File: src/rtl/fwd_pkg.sv
`default_nettype none
// ============================================================================
// Module      : fwd_pkg
// Description : Shared types and widths for the execute-stage bypass network.
// Revision    : 1.0 - initial release
// ============================================================================
package fwd_pkg;

   localparam int XLEN       = 64;
   localparam int REG_AW     = 5;
   localparam int FWD_WAIT_W = 8;

   typedef enum logic [0:0] {
      EMPTY = 1'b0,
      HELD  = 1'b1
   } fwd_slot_state_e;

   typedef struct packed {
      logic              en;
      logic [REG_AW-1:0] rd;
      logic              ok;
      logic [XLEN-1:0]   data;
   } fwd_stage_t;

endpackage
`default_nettype wire

File: src/rtl/fwd_bypass_net_if.sv
`default_nettype none
// ============================================================================
// Module      : fwd_bypass_net_if
// Description : ID/EXE operand, forwarding-stage and operand-result bundle.
// Revision    : 1.0 - initial release
// ============================================================================
interface fwd_bypass_net_if #(
   parameter int NUM_SRC = 2,
   parameter int NUM_FWD = 2,
   parameter int XLEN    = fwd_pkg::XLEN,
   parameter int REG_AW  = fwd_pkg::REG_AW
);
   logic                                 exe_ready;
   logic                                 exe_flush;
   logic [NUM_SRC-1:0]                   src_en;
   logic [NUM_SRC-1:0][REG_AW-1:0]       src_idx;
   logic [NUM_SRC-1:0][XLEN-1:0]         src_rf;
   logic [NUM_FWD-1:0]                   fwd_en;
   logic [NUM_FWD-1:0][REG_AW-1:0]       fwd_rd;
   logic [NUM_FWD-1:0]                   fwd_ok;
   logic [NUM_FWD-1:0][XLEN-1:0]         fwd_data;
   logic [NUM_SRC-1:0][XLEN-1:0]         opnd_data;
   logic [NUM_SRC-1:0]                   src_ready;
   logic                                 opnd_valid;
   logic [fwd_pkg::FWD_WAIT_W-1:0]       wait_cnt;

   modport master (
      output exe_ready, exe_flush, src_en, src_idx, src_rf,
             fwd_en, fwd_rd, fwd_ok, fwd_data,
      input  opnd_data, src_ready, opnd_valid, wait_cnt
   );

   modport slave (
      input  exe_ready, exe_flush, src_en, src_idx, src_rf,
             fwd_en, fwd_rd, fwd_ok, fwd_data,
      output opnd_data, src_ready, opnd_valid, wait_cnt
   );
endinterface
`default_nettype wire

File: src/rtl/fwd_operand_slot.sv
`default_nettype none
// ============================================================================
// Module      : fwd_operand_slot
// Description : One source operand: youngest-match bypass mux plus hold slot.
// Revision    : 1.0 - initial release
// ============================================================================
module fwd_operand_slot
   import fwd_pkg::*;
#(
   parameter int NUM_FWD = 2
) (
   input  wire logic                     clk,
   input  wire logic                     rst,
   input  wire logic                     i_exe_ready,
   input  wire logic                     i_exe_flush,
   input  wire logic                     i_src_en,
   input  wire logic [REG_AW-1:0]        i_src_idx,
   input  wire logic [XLEN-1:0]          i_src_rf,
   input  wire fwd_stage_t [NUM_FWD-1:0] i_stages,
   output logic [XLEN-1:0]               o_opnd_data,
   output logic                          o_src_ready
);

   fwd_slot_state_e r_state;
   fwd_slot_state_e w_state_nxt;
   logic [XLEN-1:0] r_hold;
   logic            w_lookup;
   logic            w_hit;
   logic            w_hit_ok;
   logic [XLEN-1:0] w_hit_data;
   logic            w_resolved;
   logic [XLEN-1:0] w_live;
   logic            w_clear;
   logic            w_capture;

   assign w_lookup = i_src_en && (i_src_idx != '0);
   assign w_clear  = rst | i_exe_ready | i_exe_flush;

   // Scan oldest to youngest so the youngest matching stage overwrites the rest.
   always_comb begin
      w_hit      = 1'b0;
      w_hit_ok   = 1'b0;
      w_hit_data = '0;
      for (int k = NUM_FWD - 1; k >= 0; k--) begin
         if (w_lookup && i_stages[k].en && (i_stages[k].rd == i_src_idx)) begin
            w_hit      = 1'b1;
            w_hit_ok   = i_stages[k].ok;
            w_hit_data = i_stages[k].data;
         end
      end
   end

   assign w_resolved = !w_hit || w_hit_ok;
   assign w_live     = w_hit ? w_hit_data : i_src_rf;

   always_comb begin
      w_state_nxt = r_state;
      w_capture   = 1'b0;
      case (r_state)
         EMPTY: begin
            if (!w_clear && w_resolved) begin
               w_state_nxt = HELD;
               w_capture   = 1'b1;
            end
         end
         HELD: begin
            if (w_clear) begin
               w_state_nxt = EMPTY;
            end
         end
         default: w_state_nxt = EMPTY;
      endcase
   end

   always_ff @(posedge clk) begin
      if (rst) begin
         r_state <= EMPTY;
         r_hold  <= '0;
      end else begin
         r_state <= w_state_nxt;
         if (w_capture) begin
            r_hold <= w_live;
         end
      end
   end

   assign o_src_ready = (r_state == HELD) || w_resolved;
   assign o_opnd_data = (r_state == HELD) ? r_hold : w_live;

endmodule
`default_nettype wire

File: src/rtl/fwd_bypass_net.sv
`default_nettype none
// ============================================================================
// Module      : fwd_bypass_net
// Description : Execute-stage operand bypass network with stall hold and wait counter.
// Revision    : 1.0 - initial release
// ============================================================================
module fwd_bypass_net #(
   parameter int NUM_SRC = 2,
   parameter int NUM_FWD = 2,
   parameter int XLEN    = fwd_pkg::XLEN,
   parameter int REG_AW  = fwd_pkg::REG_AW
) (
   input  wire logic        clk,
   input  wire logic        rst,
   fwd_bypass_net_if.slave  bus
);
   import fwd_pkg::*;

   fwd_stage_t [NUM_FWD-1:0]        w_stages;
   logic [NUM_SRC-1:0][XLEN-1:0]    w_opnd_data;
   logic [NUM_SRC-1:0]              w_src_ready;
   logic                            w_opnd_valid;
   logic [FWD_WAIT_W-1:0]           r_wait_cnt;

   always_comb begin
      w_stages = '0;
      for (int k = 0; k < NUM_FWD; k++) begin
         w_stages[k].en   = bus.fwd_en[k];
         w_stages[k].rd   = bus.fwd_rd[k][REG_AW-1:0];
         w_stages[k].ok   = bus.fwd_ok[k];
         w_stages[k].data = bus.fwd_data[k][XLEN-1:0];
      end
   end

   generate
      for (genvar i = 0; i < NUM_SRC; i++) begin : g_slot
         fwd_operand_slot #(
            .NUM_FWD (NUM_FWD)
         ) u_slot (
            .clk         (clk),
            .rst         (rst),
            .i_exe_ready (bus.exe_ready),
            .i_exe_flush (bus.exe_flush),
            .i_src_en    (bus.src_en[i]),
            .i_src_idx   (bus.src_idx[i]),
            .i_src_rf    (bus.src_rf[i]),
            .i_stages    (w_stages),
            .o_opnd_data (w_opnd_data[i]),
            .o_src_ready (w_src_ready[i])
         );
      end
   endgenerate

   assign w_opnd_valid = &w_src_ready;

   always_ff @(posedge clk) begin
      if (rst || bus.exe_ready || bus.exe_flush) begin
         r_wait_cnt <= '0;
      end else if (!w_opnd_valid && (r_wait_cnt != {FWD_WAIT_W{1'b1}})) begin
         r_wait_cnt <= r_wait_cnt + 1'b1;
      end
   end

   assign bus.opnd_data  = w_opnd_data;
   assign bus.src_ready  = w_src_ready;
   assign bus.opnd_valid = w_opnd_valid;
   assign bus.wait_cnt   = r_wait_cnt;

endmodule
`default_nettype wire
File: src/flat_wrapper.sv
// flat-port wrapper written by rule: the top's interface ports become plain ports
module fwd_bypass_net_flat import fwd_pkg::*;
#(
   parameter int NUM_SRC = 2,
   parameter int NUM_FWD = 2,
   parameter int XLEN    = fwd_pkg::XLEN,
   parameter int REG_AW  = fwd_pkg::REG_AW
)
  (clk, rst, bus_exe_ready, bus_exe_flush, bus_src_en, bus_src_idx, bus_src_rf, bus_fwd_en, bus_fwd_rd, bus_fwd_ok, bus_fwd_data, bus_opnd_data, bus_src_ready, bus_opnd_valid, bus_wait_cnt);
  fwd_bypass_net_if #(.NUM_SRC(NUM_SRC), .NUM_FWD(NUM_FWD), .XLEN(XLEN), .REG_AW(REG_AW)) bus_i ();
  input  wire logic clk;
  input  wire logic rst;
  input wire logic [$bits(bus_i.exe_ready)-1:0] bus_exe_ready;
  input wire logic [$bits(bus_i.exe_flush)-1:0] bus_exe_flush;
  input wire logic [$bits(bus_i.src_en)-1:0] bus_src_en;
  input wire logic [$bits(bus_i.src_idx)-1:0] bus_src_idx;
  input wire logic [$bits(bus_i.src_rf)-1:0] bus_src_rf;
  input wire logic [$bits(bus_i.fwd_en)-1:0] bus_fwd_en;
  input wire logic [$bits(bus_i.fwd_rd)-1:0] bus_fwd_rd;
  input wire logic [$bits(bus_i.fwd_ok)-1:0] bus_fwd_ok;
  input wire logic [$bits(bus_i.fwd_data)-1:0] bus_fwd_data;
  output wire logic [$bits(bus_i.opnd_data)-1:0] bus_opnd_data;
  output wire logic [$bits(bus_i.src_ready)-1:0] bus_src_ready;
  output wire logic [$bits(bus_i.opnd_valid)-1:0] bus_opnd_valid;
  output wire logic [$bits(bus_i.wait_cnt)-1:0] bus_wait_cnt;
  assign bus_i.exe_ready = bus_exe_ready;
  assign bus_i.exe_flush = bus_exe_flush;
  assign bus_i.src_en = bus_src_en;
  assign bus_i.src_idx = bus_src_idx;
  assign bus_i.src_rf = bus_src_rf;
  assign bus_i.fwd_en = bus_fwd_en;
  assign bus_i.fwd_rd = bus_fwd_rd;
  assign bus_i.fwd_ok = bus_fwd_ok;
  assign bus_i.fwd_data = bus_fwd_data;
  assign bus_opnd_data = bus_i.opnd_data;
  assign bus_src_ready = bus_i.src_ready;
  assign bus_opnd_valid = bus_i.opnd_valid;
  assign bus_wait_cnt = bus_i.wait_cnt;
  fwd_bypass_net #(.NUM_SRC(NUM_SRC), .NUM_FWD(NUM_FWD), .XLEN(XLEN), .REG_AW(REG_AW)) u_core (.clk(clk), .rst(rst), .bus(bus_i));
endmodule
File: config.mk
export PLATFORM = sky130hd
export DESIGN_NAME = fwd_bypass_net_flat
export DESIGN_NICKNAME = d
export VERILOG_FILES = /design/src/rtl/fwd_pkg.sv /design/src/rtl/fwd_bypass_net_if.sv /design/src/rtl/fwd_operand_slot.sv /design/src/rtl/fwd_bypass_net.sv /design/src/flat_wrapper.sv
export SDC_FILE = /design/constraint.sdc
export NUM_CORES = 1
export LEC_CHECK = 0
export CORE_AREA = 2 2 164 166
export CTS_CLUSTER_DIAMETER = 80
export DETAILED_ROUTE_END_ITERATION = 6
export DIE_AREA = 0 0 166 168
export HOLD_SLACK_MARGIN = 0.05
export PLACE_DENSITY = 0.73
export SLEW_MARGIN = 15
export SYNTH_ARGS = -nofsm -noshare
export SYNTH_HDL_FRONTEND = slang
export SYNTH_SLANG_ARGS = --single-unit
File: constraint.sdc
create_clock -name clk -period 4.69 [get_ports clk]
set_input_delay 0.938 -clock clk [delete_from_list [all_inputs] [get_ports clk]]
set_output_delay 0.938 -clock clk [all_outputs]
set_load 0.05 [all_outputs]
# Word-level counts from Yosys, hierarchy flattened
# Cells that the tools add are included.
# op_classes
shift,0
div,0
addsub,1
multipliers,0
mux,23
reduce_logical,26
n_lt_le_gt_ge,0
eq_ne,5
bitwise_logic,4
# ops
operator,count
$mux 64,8
$eq 5x5->1,4
$logic_and 1x1->1,13
$mux 1,13
$reduce_bool 5->1,2
$add 8x1->8 const B,1
$ne 8x8->1 const B,1
$logic_or 1x1->1,6
$logic_not 1->1,4
$pmux 1 s2,2
$not 1->1,2
$or 1x1->1,2
$reduce_and 2->1,1
# word_totals
output_inout_bits,139
latch_bits,0
inputBits,286
reg_bits,138
memories,0
rom_bits,0
ramBits,0
word_cells,64

# Logic depth before layout (Yosys ltp)
# Gate-level depths: netlist of the first run.
# logic_depth
ltp_word,12
ltp_mapped,9
mapped_depth_nobuf,7

# Cells and area by module
# Synthesis of the first run repeated with hierarchy kept, for this count alone.
# hier_totals
hier_cells,1076
area_unflattened_um2,10510.1
# by_module_without_submodules
mod,instances,seq_area_each_um2,cells_per_inst,area_per_inst_um2
fwd_operand_slot,2,1301.2,514,5059.9
fwd_bypass_net,1,160.2,48,390.4

# Least setup slack after synthesis of the first run
# No wires, ideal clock.
# synth_timing
path_kind,in2out
start,input port bus_src_idx[5]
end,output port bus_opnd_data[87]
cell_stages,8
n_path_buf,2
required_ns,3.752
slack_ns,0.926
t_arrival_ns,2.826
cell_sequence,or4_1 o21a_1 nand4_1 buf_2 buf_4 mux2i_1 a21oi_1 mux2_2
# synth_via
elab_chain_cells,8
word_cells_on_any_way,14
classes_between,eq/ne (2); mux (6); reduce/logical (6)
# synth_lines
element,line,rtl
start: declaration,flat_wrapper.sv:16,input wire logic [$bits(bus_i.src_idx)-1:0] bus_src_idx;
$reduce_bool 5->1,fwd_operand_slot.sv:36,assign w_lookup = i_src_en && (i_src_idx != '0);
$logic_and 1x1->1,fwd_operand_slot.sv:36,
$logic_and 1x1->1 (2 in series),fwd_operand_slot.sv:45,if (w_lookup && i_stages[k].en && (i_stages[k].rd == i_src_idx)) begin
$mux 64 / $mux 1 (equally long branches) (2 in series),fwd_operand_slot.sv:45,
$mux 64 *,fwd_operand_slot.sv:54,assign w_live = w_hit ? w_hit_data : i_src_rf;
$mux 64 *,fwd_operand_slot.sv:88,assign o_opnd_data = (r_state == HELD) ? r_hold : w_live;
end: declaration,flat_wrapper.sv:22,output wire logic [$bits(bus_i.opnd_data)-1:0] bus_opnd_data;
# Mark *: on every way between the ends. The rest lies on a longest branch, timed or not.

# Worst setup path in the final report of the first run
# layout_timing
start,input port bus_src_idx[5]
end,output port bus_opnd_data[98]
# Same word-level chain as after synthesis.

==> flow_summary.ini, run 1 <==
[routing]
vias = 10100
drc_errors = 0
routed_wl_um = 36000
vias_per_cell = 5.19
drtPass1Iterations = 5
routedWlPerCell_um = 18.5
drt-initial-drc-count = 547
antenna_left = 0

[clock_network]
htree_levels = 4
hold_buffers = 0
path_clk_slew_ns = 0.06
cts_tree = yes
clock_insertion_delay_worst_skew_ns = 0.42
cts_root_buf = clkbuf_16
clockBufferDepth = 2
cts_inserted_buffers = 17
cts_sinks = 138

[floorplan]
io_pins = 425
num_rows = 60
core_area_mm2 = 0.0264
die_area_mm2 = 0.0279
die_h_um = 168
start_util_pct = 35.4
die_w_um = 166

[outcome]
status = finished, final reports clean

[worst_setup_path]
crit_path_start_kind = input pin
path_class = in2out
crit_path_max_fanout = 16
endpoint_kind = primary output
worstPathRequired_ns = 3.75
arrival_ns = 3.65

[pwr]
pwr_density_cell_mw_per_mm2 = 263
fin_total_pwr_mw = 4.02
ir_drop_mv = 0.216
clkPwrFrac_pct = 36.7
p_leak_nw = 6.56
netSwitchingPower_mw = 1.26
seqPwrFrac_pct = 31.0
pwr-share-comb_pct = 32.3
switching_share_pct = 31.3
p_int_mw = 2.76

[finish]
multi_input_area_mm2 = 0.00608
nets = 1878
post-route-util_pct = 57.9
drive_gt1_share_pct = 20.3
synthToLayoutAreaGrowth_pct = 63.3
layout.area.seq_mm2 = 0.00277
fillers = 2376
instances_no_fill = 1947

[sta]
fin_crit_sh_pct = 97.7
finalHoldViolCount = 0
tightest_slew_ns = 1.05
finalSetupViolations = 0
min_period_ns = 4.58
fin_setup_tns_ns = 0
fmaxAchievable_mhz = 218
rsz0062_at_grt = false
final.setup_skew_ns = 0.0175
slew_viol_final = 0
timing.final.ws_setup_ns = 0.106
slew_headroom_pct = 29.9

[yosys]
synth_cell_type_count = 33
syn_avg_cell_area_um2 = 7.62
synth_nets = 1512
seq_area_frac_synth_pct = 29.6
yosys_warnings = 0
ys_ff_latch = 138
synthCells = 1225
syn_area_mm2 = 0.00934

[global_routing]
grt_max_degree = 84
grtUsageMet3_pct = 6.65
grt-busiest-layer = met2
antenna_found_initial = 2
grt_pass1_wl_um = 54800
track_usage_pct = 24.7
met2_usage_pct = 44.5
use_met1_pct = 27.8
grt_overflow = 0
grt_pass1_vias = 10100

[worst_hold_path]
hp-class = reg2reg

[placed_design]
dp.cells = 1913
place_ws_ns = 0.141
dp_hpwl_um = 26100
globalplace.congestion = 0.898
io_buffers = 424

[flow_run]
cap_violations = 0
[metal layers]
metal  up-vias  part of all wire [%]
met3        61                   6.9
met4         0                   3.4
met1      4683                    40
li1       4955                     -
met5         -                     0
met2       405                    50
[critical path, cell delays in order]
cell and delay, ns:
clkdlybuf4s50_1 0.47, or4_1 0.54, o21a_1 0.24, nand4_1 0.19
buf_12 0.18, buf_12 0.18, mux2i_2 0.30, a21oi_1 0.12
mux2_2 0.27, buf_4 0.19
[metrics by stage]
step | cell area, um^2 | hold slack [ns]
floorplan | 9340 | 0.433
global placement | 14600 | 0.438
detailed placement | 14600 | 0.444
CTS | 15200 | 0.454
global route | 15200 | 0.467
finish | 15200 | 0.453
[cell usage in the layout, fill, tap and decap left out, types with 3 or more instances in the layout]
cell	n
nor2_1	137
nand2_1	260
buf_12	98
nor2b_1	3
buf_4	58
xor2_1	17
nor4_1	4
a21oi_1	262
clkinvlp_4	5
clkdlybuf4s50_1	292
mux2_2	128
and3_1	3
mux2i_1	129
xnor2_1	4
clkbuf_16	17
nand3_1	5
inv_1	3
dfxtp_1	136
bufinv_16	4
o21ai_0	5
nand4_1	3
or3_1	6
[sequential cells by signal, summed over array words and instances, names as in the netlist]
register	cells
u_core.bus.wait_cnt	8
u_core.g_slot.u_slot.r_state	2
u_core.g_slot.u_slot.r_hold	128
[synth_stat cells]
cell      count  area share, %
or3_1         8           0.54
nand4_2       1           0.13
o21ai_0       5           0.27
nor4_2        1           0.13
dfxtp_1     138             30
nand3_1       6           0.32
buf_2        18           0.96
mux2i_1     130             14
buf_4         8           0.64
nand3b_1      1          0.080
o31ai_1       1          0.080
mux2_2      128             15
and3_1        3           0.20
buf_1        13           0.52
nor3_4        1           0.17
inv_1         3           0.12
nand4_1       3           0.20
mux2i_2       1           0.15
xnor2_1       4           0.38
clkbuf_1     50            2.0
a22oi_1       1          0.080
nand2_1     260             10
nor2_1      137            5.5
nor4_1        4           0.27
nor3_2        1           0.11
or4_1         2           0.16
a21oi_1     262             14
xor2_1       17            1.6
nor2b_1       3           0.20
o21a_1        1          0.080
buf_6        12            1.4
nor3_1        1          0.054
ha_1          1           0.13
[power by group through the flow]
stage | sequential (mW) | combinational [mW] | clock [mW]
finish | 1.25 | 1.30 | 1.47
global route | 1.25 | 1.35 | 1.55
CTS | 1.24 | 1.30 | 1.50
detailed placement | 1.27 | 1.29 | 0
global placement | 1.27 | 1.29 | 0
floorplan | 1.25 | 0.643 | 0
[kinds of logic after synthesis]
| logic type | count (synthesis) | synth area share [%] |
|---|---|---|
| and+or+nand+nor | 432 | 18.5 |
| AOI/OAI and AO/OA | 270 | 14.6 |
| muxes | 259 | 29.5 |
| DFF | 138 | 29.6 |
| buffers and inverters | 104 | 5.71 |
| xor gates and xnor gates | 21 | 1.97 |
| adders and majority gates | 1 | 0.134 |
[worst paths after layout]
kind,from,cells past startpoint,slack [ns],to
min reg2reg,u_core.g_slot[0].u_slot.r_hold[63],2,0.45,u_core.g_slot[0].u_slot.r_hold[63]
max,bus_src_idx[5],10,0.11,bus_opnd_data[98]
min,u_core.g_slot[0].u_slot.r_hold[63],2,0.45,u_core.g_slot[0].u_slot.r_hold[63]
max reg2reg,u_core.g_slot[1].u_slot.r_state,4,2.13,u_core.g_slot[1].u_slot.r_hold[61]
[layout make-up]
type	count	area share, %
Clock inverter	13	1.26
Multi-Input combinational cell	983	39.9
Tap cell	341	2.80
Antenna cell	2	0.0328
Timing Repair Buffer	448	34.9
Sequential cell	138	18.2
Inverter	3	0.0739
Clock buffer	19	2.91
[timing repair]
item                                    in CTS  in global routing
endpoints found under the setup margin       0                  1
buffers inserted                             0                  0
hold endpoints to repair                     0                  0
resized for setup                            0                  1
Power figures use the tool's default switching activity.
==> run 2: changes to the inputs <==
--- a/config.mk
+++ b/config.mk
@@ -5,6 +5,7 @@
 export SDC_FILE = /design/constraint.sdc
 export NUM_CORES = 1
 export LEC_CHECK = 0
+export CAP_MARGIN = 15
 export CORE_AREA = 2 2 164 166
 export CTS_CLUSTER_DIAMETER = 80
 export DETAILED_ROUTE_END_ITERATION = 6
==> results of run 2 <==
No change in the layout: final DEF, timing and power equal those of run 1.
